### src/rtl/mem_pkg.sv
// Shared types and helpers for the memory write-port arbiter.
package mem_pkg;

    typedef enum logic {
        IDLE = 1'b0,
        LOCK = 1'b1
    } arb_state_t;

    // Increment an index modulo n.
    function automatic int unsigned wrap_inc(input int unsigned v, input int unsigned n);
        return ((v + 32'd1) == n) ? 32'd0 : (v + 32'd1);
    endfunction

endpackage

### src/rtl/mem_wr_arb_rr_pick.sv
// Round-robin priority picker: grants the first set request at or after ptr,
// wrapping from N-1 back to 0.
module rr_pick #(
    parameter int N  = 4,
    parameter int IW = $clog2(N)
) (
    input  logic [N-1:0]  req,
    input  logic [IW-1:0] ptr,
    output logic [N-1:0]  gnt,
    output logic [IW-1:0] idx
);

    logic          found_s;
    logic [IW-1:0] j_s;

    // Scan from ptr upward and keep the first hit.
    always_comb begin
        gnt     = '0;
        idx     = '0;
        found_s = 1'b0;
        j_s     = '0;
        for (int k = 0; k < N; k++) begin
            j_s = IW'((32'(ptr) + 32'(k)) % 32'(N));
            if (!found_s && req[j_s]) begin
                found_s  = 1'b1;
                gnt[j_s] = 1'b1;
                idx      = j_s;
            end else begin
                found_s = found_s;
            end
        end
    end

endmodule

### src/rtl/mem_wr_arb.sv
// N-to-1 write arbiter onto a single memory port A with round-robin fairness.
// Burst locking is built only when MEM_WR_ARB_BURST_EN is defined.
module mem_wr_arb
    import mem_pkg::*;
#(
    parameter  int NREQ  = 4,
    parameter  int WIDTH = 32,
    parameter  int DEPTH = 512,
    localparam int AW    = $clog2(DEPTH),
    localparam int IW    = $clog2(NREQ)
) (
    input  logic                 clk,
    input  logic                 rst_n,
    input  logic [NREQ-1:0]      req_valid,
    input  logic [NREQ-1:0]      req_last,
    input  logic [NREQ*AW-1:0]   req_addr,
    input  logic [NREQ*WIDTH-1:0] req_data,
    output logic [NREQ-1:0]      req_ready,
    output logic                 weA,
    output logic                 enA,
    output logic [AW-1:0]        addrA,
    output logic [WIDTH-1:0]     dinA,
    output logic [IW-1:0]        grant_id,
    output logic                 busy
);

    logic [NREQ-1:0]  pick_gnt_s;
    logic [IW-1:0]    pick_idx_s;
    logic [NREQ-1:0]  ready_raw_s;
    logic [NREQ-1:0]  ready_s;
    logic [IW-1:0]    win_s;
    logic             beat_s;

    logic [IW-1:0]    rr_ptr_q, rr_ptr_d;
    logic             en_q, en_d;
    logic [AW-1:0]    addr_q, addr_d;
    logic [WIDTH-1:0] din_q, din_d;
    logic [IW-1:0]    gid_q, gid_d;

`ifdef MEM_WR_ARB_BURST_EN
    arb_state_t       state_q, state_d;
    logic [IW-1:0]    owner_q, owner_d;
`else
    logic             unused_last_s;
    assign unused_last_s = ^req_last;
`endif

    rr_pick #(.N(NREQ), .IW(IW)) u_pick (
        .req (req_valid),
        .ptr (rr_ptr_q),
        .gnt (pick_gnt_s),
        .idx (pick_idx_s)
    );

    // Accept selection, beat detection and next-state for port A and arbitration.
    always_comb begin
        rr_ptr_d    = rr_ptr_q;
        en_d        = 1'b0;
        addr_d      = addr_q;
        din_d       = din_q;
        gid_d       = gid_q;
        ready_raw_s = '0;
        win_s       = pick_idx_s;
`ifdef MEM_WR_ARB_BURST_EN
        state_d     = state_q;
        owner_d     = owner_q;
        case (state_q)
            IDLE: ready_raw_s = pick_gnt_s;
            LOCK: begin
                win_s                = owner_q;
                ready_raw_s[owner_q] = req_valid[owner_q];
            end
            default: begin
                ready_raw_s = '0;
                state_d     = IDLE;
            end
        endcase
`else
        ready_raw_s = pick_gnt_s;
`endif
        ready_s = rst_n ? ready_raw_s : '0;
        beat_s  = |(req_valid & ready_s);

        if (beat_s) begin
            en_d  = 1'b1;
            gid_d = win_s;
            for (int i = 0; i < NREQ; i++) begin
                if (win_s == IW'(i)) begin
                    addr_d = req_addr[i*AW +: AW];
                    din_d  = req_data[i*WIDTH +: WIDTH];
                end else begin
                    addr_d = addr_d;
                end
            end
`ifdef MEM_WR_ARB_BURST_EN
            // A non-final beat pins arbitration to this requester until its last beat.
            if (req_last[win_s]) begin
                state_d  = IDLE;
                rr_ptr_d = IW'(wrap_inc(32'(win_s), 32'(NREQ)));
            end else begin
                state_d  = LOCK;
                owner_d  = win_s;
            end
`else
            rr_ptr_d = IW'(wrap_inc(32'(win_s), 32'(NREQ)));
`endif
        end else begin
            en_d = 1'b0;
        end
    end

    // State and port A registers with synchronous reset.
    always_ff @(posedge clk) begin
        if (!rst_n) begin
            rr_ptr_q <= '0;
            en_q     <= 1'b0;
            addr_q   <= '0;
            din_q    <= '0;
            gid_q    <= '0;
`ifdef MEM_WR_ARB_BURST_EN
            state_q  <= IDLE;
            owner_q  <= '0;
`endif
        end else begin
            rr_ptr_q <= rr_ptr_d;
            en_q     <= en_d;
            addr_q   <= addr_d;
            din_q    <= din_d;
            gid_q    <= gid_d;
`ifdef MEM_WR_ARB_BURST_EN
            state_q  <= state_d;
            owner_q  <= owner_d;
`endif
        end
    end

    assign req_ready = ready_s;
    assign enA       = en_q;
    assign weA       = en_q;
    assign addrA     = addr_q;
    assign dinA      = din_q;
    assign grant_id  = gid_q;
`ifdef MEM_WR_ARB_BURST_EN
    assign busy      = (state_q == LOCK);
`else
    assign busy      = 1'b0;
`endif

endmodule

### config.mk
export PLATFORM = sky130hd
export DESIGN_NAME = mem_wr_arb
export DESIGN_NICKNAME = d
export VERILOG_FILES = /design/src/rtl/mem_pkg.sv /design/src/rtl/mem_wr_arb_rr_pick.sv /design/src/rtl/mem_wr_arb.sv
export SDC_FILE = /design/constraint.sdc
export NUM_CORES = 1
export LEC_CHECK = 0
export ABC_CLOCK_PERIOD_IN_PS = 7700
export BUFFER_PORTS_ARGS = -buffer_cell sky130_fd_sc_hd__clkbuf_2
export CORE_AREA = 2 2 109 84
export DETAILED_ROUTE_END_ITERATION = 6
export DIE_AREA = 0 0 111 86
export PLACE_DENSITY = 0.81
export REMOVE_ABC_BUFFERS = 1
export SETUP_SLACK_MARGIN = 0.02
export SYNTH_ARGS = -nofsm -noshare
export SYNTH_HDL_FRONTEND = slang
export SYNTH_HIERARCHICAL = 1
export SYNTH_SLANG_ARGS = --single-unit
export TNS_END_PERCENT = 100
### constraint.sdc
create_clock -name clk -period 7.7 [get_ports clk]
set_input_delay 0.77 -clock clk [delete_from_list [all_inputs] [get_ports clk]]
set_output_delay 0.77 -clock clk [all_outputs]
set_load 0.05 [all_outputs]
Word level (Yosys, flattened, before mapping)
Index checks and enable logic that the tools add are counted.
{"block": "classes", "n_eq_ne": 4, "n_reduce_logical": 14, "multipliers": 0, "div_mod_pow": 0, "muxes": 38, "n_shift": 0, "n_addsub": 4, "n_lt_le_gt_ge": 8, "bitwise": 4}
{"op": "$mux 32", "n": 4}
{"op": "$mux 9", "n": 4}
{"op": "$mux 4", "n": 5}
{"op": "$lt 2x3->1 const B", "n": 4}
{"op": "$mux 1", "n": 12}
{"op": "$or 4x4->4", "n": 3}
{"op": "$mux 2", "n": 5}
{"op": "$bmux 1 s2", "n": 4}
{"op": "$demux 1 s2", "n": 4}
{"op": "$ge 2x1->1 const B", "n": 4}
{"op": "$logic_and 1x1->1", "n": 7}
{"op": "$add 2x2->2 const B", "n": 2}
{"op": "$and 4x4->4", "n": 1}
{"op": "$eq 2x2->1 const B", "n": 2}
{"op": "$reduce_bool 4->1", "n": 1}
{"op": "$reduce_or 4->1", "n": 1}
{"op": "$add 2x1->3 const B", "n": 1}
{"op": "$eq 3x3->1 const B", "n": 1}
{"op": "$logic_not 1->1", "n": 3}
{"op": "$add 2x1->2 const B", "n": 1}
{"op": "$eq 2x1->1 const B", "n": 1}
{"op": "$logic_not 2->1", "n": 1}
{"op": "$reduce_and 2->1", "n": 1}
{"block": "totals", "n_memories": 0, "mem_bits_rw": 0, "latchBits": 0, "wordCells": 77, "romBits": 0, "out_inout_bits": 50, "inputBits": 174, "regBits": 46}

Logic depth before layout (Yosys ltp)
{"block": "logic_depth", "ltp_word": 17, "ltp_mapped": 14, "depth_no_buf": 11}

Cells and area by module
The synthesis kept the hierarchy.
{"mod": "mem_wr_arb", "instances": 1, "seq_area_each_um2": 920.9, "area_each_um2": 3286.9, "cells_each": 332}
{"mod": "rr_pick", "instances": 1, "seq_area_each_um2": 0.0, "area_each_um2": 439.2, "cells_each": 48}

Worst setup path after synthesis
Ideal clock, no wire load.
{"block": "synth_timing", "kind": "input to register", "from": "input port req_valid[3]", "to": "register din_q[10], in the netlist dinA[10]", "n_path_buf": 2, "required_ns": 7.581, "arrival_time_ns": 3.368, "cell_stages": 9, "setup_ns": 0.119, "setup_slack_ns": 4.213, "cell_sequence": "mux4_2 > buf_2 > o31ai_1 > inv_1 > ha_1 > nor4_4 > a21oi_4 > buf_6 > o221a_1"}
{"block": "synth_between", "elab_chain_len": 16, "elab_cells_between_ends": 40, "classes_between": "eq/ne: 3; mux: 23; bitwise: 4; reduce/logical: 10"}
{"item": "start: declaration", "line": "mem_wr_arb.sv:14", "text": "input logic [NREQ-1:0] req_valid,"}
{"item": "$bmux 1 s2", "line": "mem_wr_arb_rr_pick.sv:24", "text": "if (!found_s && req[j_s]) begin"}
{"item": "$mux 1 (implied by the code)", "line": "mem_wr_arb_rr_pick.sv:24"}
{"item": "$mux 1", "line": "mem_wr_arb_rr_pick.sv:24"}
{"item": "$logic_not 1->1", "line": "mem_wr_arb_rr_pick.sv:24"}
{"item": "$logic_and 1x1->1", "line": "mem_wr_arb_rr_pick.sv:24"}
{"item": "$mux 1", "line": "mem_wr_arb_rr_pick.sv:24"}
{"item": "$logic_not 1->1", "line": "mem_wr_arb_rr_pick.sv:24"}
{"item": "$logic_and 1x1->1", "line": "mem_wr_arb_rr_pick.sv:24"}
{"item": "$mux 1", "line": "mem_wr_arb_rr_pick.sv:24"}
{"item": "$logic_not 1->1", "line": "mem_wr_arb_rr_pick.sv:24"}
{"item": "$logic_and 1x1->1", "line": "mem_wr_arb_rr_pick.sv:24"}
{"item": "$mux 2 *", "line": "mem_wr_arb_rr_pick.sv:24"}
{"item": "named net pick_idx_s[0]", "line": "mem_wr_arb.sv:28", "text": "logic [IW-1:0] pick_idx_s;"}
{"item": "$eq 2x1->1", "line": "mem_wr_arb.sv:88", "text": "if (win_s == IW'(i)) begin"}
{"item": "$mux 32 (3 in a row)", "line": "mem_wr_arb.sv:88"}
{"item": "end signal: assignment", "line": "mem_wr_arb.sv:128", "text": "din_q <= din_d;"}
{"item": "end: declaration", "line": "mem_wr_arb.sv:37", "text": "logic [WIDTH-1:0] din_q, din_d;"}
The timed path passes the listed nets; every way through them passes the cells marked *. The select of a mux whose other input is x is not followed.
A chain may end at the register's enable or synchronous reset.

Worst setup path after layout
{"block": "layout_timing", "from": "register rr_ptr_q[0]", "to": "register din_q[29], in the netlist dinA[29]"}
{"block": "layout_between", "elab_chain_len": 16, "elab_cells_between_ends": 63, "classes_between": "add/sub: 3; order compare: 8; eq/ne: 3; mux: 31; bitwise: 4; reduce/logical: 14"}
{"item": "start: declaration", "line": "mem_wr_arb.sv:34", "text": "logic [IW-1:0] rr_ptr_q, rr_ptr_d;"}
{"item": "start signal: assignment", "line": "mem_wr_arb.sv:125", "text": "rr_ptr_q <= rr_ptr_d;"}
{"item": "parallel branches: the longest is 11 deep, another holds $add 2x1->2"}
{"item": "$mux 2 *", "line": "mem_wr_arb_rr_pick.sv:24"}
{"item": "named net pick_idx_s[1]", "line": "mem_wr_arb.sv:28"}
{"item": "$eq 2x1->1", "line": "mem_wr_arb.sv:88"}
{"item": "$mux 32 (3 in a row)", "line": "mem_wr_arb.sv:88"}
Mark *: on every way through the listed nets, which the timed path passes. The select of a mux whose other input is x is not followed.

==> reports/summary.txt <==
Worst vdd ir: 0.000387 V
XOR/XNOR Fraction of Synth Area: 0%
Max Clk Rate: 223 MHz
Layout cells sized above 1: 43.7%
Largest net degree at the start of global routing: 83
Worst path required time: 7.91 ns
Crit path launch type: register
Starting Density: 44.5%
Adder-cell share of the synthesized area: 3.36%
Critical path class: reg -> reg
Area growth syn-to-layout: 30.6%
Antenna violation net count after detailed routing: 0
Reg area: 921 sq um
Syn Inst Count: 380
I/O pin count: 224
Tcrit/Tclk final: 58.3%
Power per cell area: 542 nW/um^2
Initial antenna violation count: 0
Vias per inst: 6.02
Critical Path Fanout Max: 41
Count of buffers from port buffering: 218
Main combinational cell family by area after synthesis: compound AO/OA/AOI/OAI gates
GRT overflow: 0
Die width: 111 um
Post_cts resized: 0
H-tree depth: 2
Worst skew pair latency: 0.28 ns
Clk slew on worst S/H paths: 0.07 ns
Vias in the first global route: 3900
Final #Nets: 747
Final setup fails: 0
Detailed-placement wirelength estimate: 8110 um
Synthesized area: 3730 sq um
Core ar.: 8380 sq um
Met2 usage: 43.3%
Clk sinks: 46
Most frequent cells in the layout: clkbuf_2 (218), dfxtp_1 (46), nor2b_1 (45), mux2i_1 (42), a211oi_1 (42)
Gp weighted congestion: 0.878
Initial drt markers: 390
Final Max Tran Viols: 0
Primary FF master, synth: dfxtp_1
Synth Warn #: 6
# diodes: 0
Std-Cell Rows: 29
CTS Buffer Depth: 2
Die area: 9550 sq um
Layout Skew: 0.00756 ns
Drt wl/cell: 17.4 um
Fillcell total: 740
Static Leak: 2.17 nW
Rel. slew slack: 19.1%
Post-synth EDFFs: 0
Unrepaired setup endpoints after global routing: no
Yosys cell types: 37
Final Total Pwr: 0.00264 W
Met1 Use GR: 28.5%
Synth Register Bits: 46
CTS tree: done
Seq/Total Area, Yosys: 24.7%
Pre-antenna DRT Iters: 5
GR Util met3: 3.60%
Synth Area in Compound Gates: 37.7%
Most common library cell in the layout ignoring fill and taps: clkbuf_2
Final Hold Violating Endpoints: 0
Fin crit period: 4.49 ns
Clk root buf: clkbuf_16
First-pass GRT wire length: 18700 um
Final WL: 11700 um
Status: completed
Multiplexer area fraction after synthesis: 14.0%
Post-CTS setup repair buffer count: 0
DIE HEIGHT: 86 um
Max cap viols: 0
Slew @ Worst Pin: 1.21 ns
Setup crit end kind: register
Cts hold-fix bufs: 0
WP data arrival: 4.71 ns
Worst hold path class: reg -> reg
GR peak layer: met2
Mean Syn Cell Area: 9.81 sq um
Cts bufs inserted: 5
Total Routing Usage GR: 23.4%
Async set-reset flop share out of synthesis: 0%
Residual DRC: 0
Setup TNS: 0 ns
Multi-input logic area: 2500 sq um
Routed vias: 4039
Synth Area in Simple Gates: 11.9%
[flip-flops by register name, indices dropped and copies added (netlist names)]
signal and cells:
rr_ptr_q 2, enA 1, dinA 32, grant_id 2, addrA 9
[power by group]
part	total [W]	switching (W)	internal, W
clock network	0.000206	0.0000870	0.000119
registers	0.000395	0.0000591	0.000336
logic	0.00204	0.00125	0.000787
total	0.00264	0.00140	0.00124
[cell usage after synthesis (2+ instances only)]
master,n,share of area (%)
a221o_1,41,11
nand3_1,5,0.67
clkbuf_1,30,3.0
buf_2,5,0.67
buf_4,4,0.81
o2bb2ai_1,5,1.2
a21oi_1,5,0.67
o21ai_0,4,0.54
ha_1,10,3.4
a22oi_2,2,0.67
a22o_1,2,0.47
a211oi_1,42,8.5
a221oi_1,4,0.94
mux2i_1,42,11
nor2b_1,45,7.6
o221a_1,41,12
inv_1,6,0.60
and2_1,4,0.67
nor2_1,4,0.40
nand2_1,5,0.50
mux4_2,4,2.4
dfxtp_1,46,25
buf_6,10,3.0
[cell families (layout without fill, tap and decap cells)]
group,Yosys count,count (layout)
AOI/OAI and AO/OA,151,151
other,1,1
muxes,47,47
buffers and inverters,56,239
and+or+nand+nor,69,69
adders and majority gates,10,10
DFF,46,46
[final cells by class]
cell class	instances	area share [%]
clock inverters	1	0.154
multi-input cells	278	51.5
well taps	108	2.78
clock buffers	6	2.65
flip-flops and latches	46	18.9
inverters	7	0.540
repair buffers	225	23.5
[critical path, cell delays in order, from the launching register on]
cell,delay (ns)
dfxtp_1,0.66
inv_1,0.16
ha_1,0.45
mux4_2,0.48
nor2b_4,0.25
a221oi_2,0.08
o2bb2ai_1,0.38
ha_1,0.57
nor4_4,0.11
a21oi_4,0.92
o221a_1,0.34
[final timing paths]
kind,from,end,cells after the start,slack (ns)
setup / recovery,rr_ptr_q[0]$_SDFFE_PN0P_,dinA[29]$_SDFFE_PN0P_,10,3.21
hold / removal,grant_id[0]$_SDFFE_PN0P_,grant_id[0]$_SDFFE_PN0P_,2,0.47
setup reg to reg,rr_ptr_q[0]$_SDFFE_PN0P_,dinA[29]$_SDFFE_PN0P_,10,3.21
hold reg to reg,grant_id[0]$_SDFFE_PN0P_,grant_id[0]$_SDFFE_PN0P_,2,0.47
[per-layer routing]
layer	vias up	share of wire, %
li1	1902	-
met4	0	1.7
met2	218	49
met3	20	8.4
met5	-	0
met1	1899	41
[stage by stage]
stage          instance area (sq um)  setup slack (ns)  util (%)  hold WS (ns)  std cells
2_1_floorplan                   3450              2.44         -         0.573        331
3_3_place_gp                    4730              3.36      56.4         0.458        664
3_5_place_dp                    4730              3.24      56.4         0.461        664
4_1_cts                         4870              3.20      58.1         0.469        671
5_1_grt                         4870              2.83      58.1         0.502        671
6_report                        4870              3.21      58.1         0.468        671
Note: power is estimated with default switching activity, not from simulation.
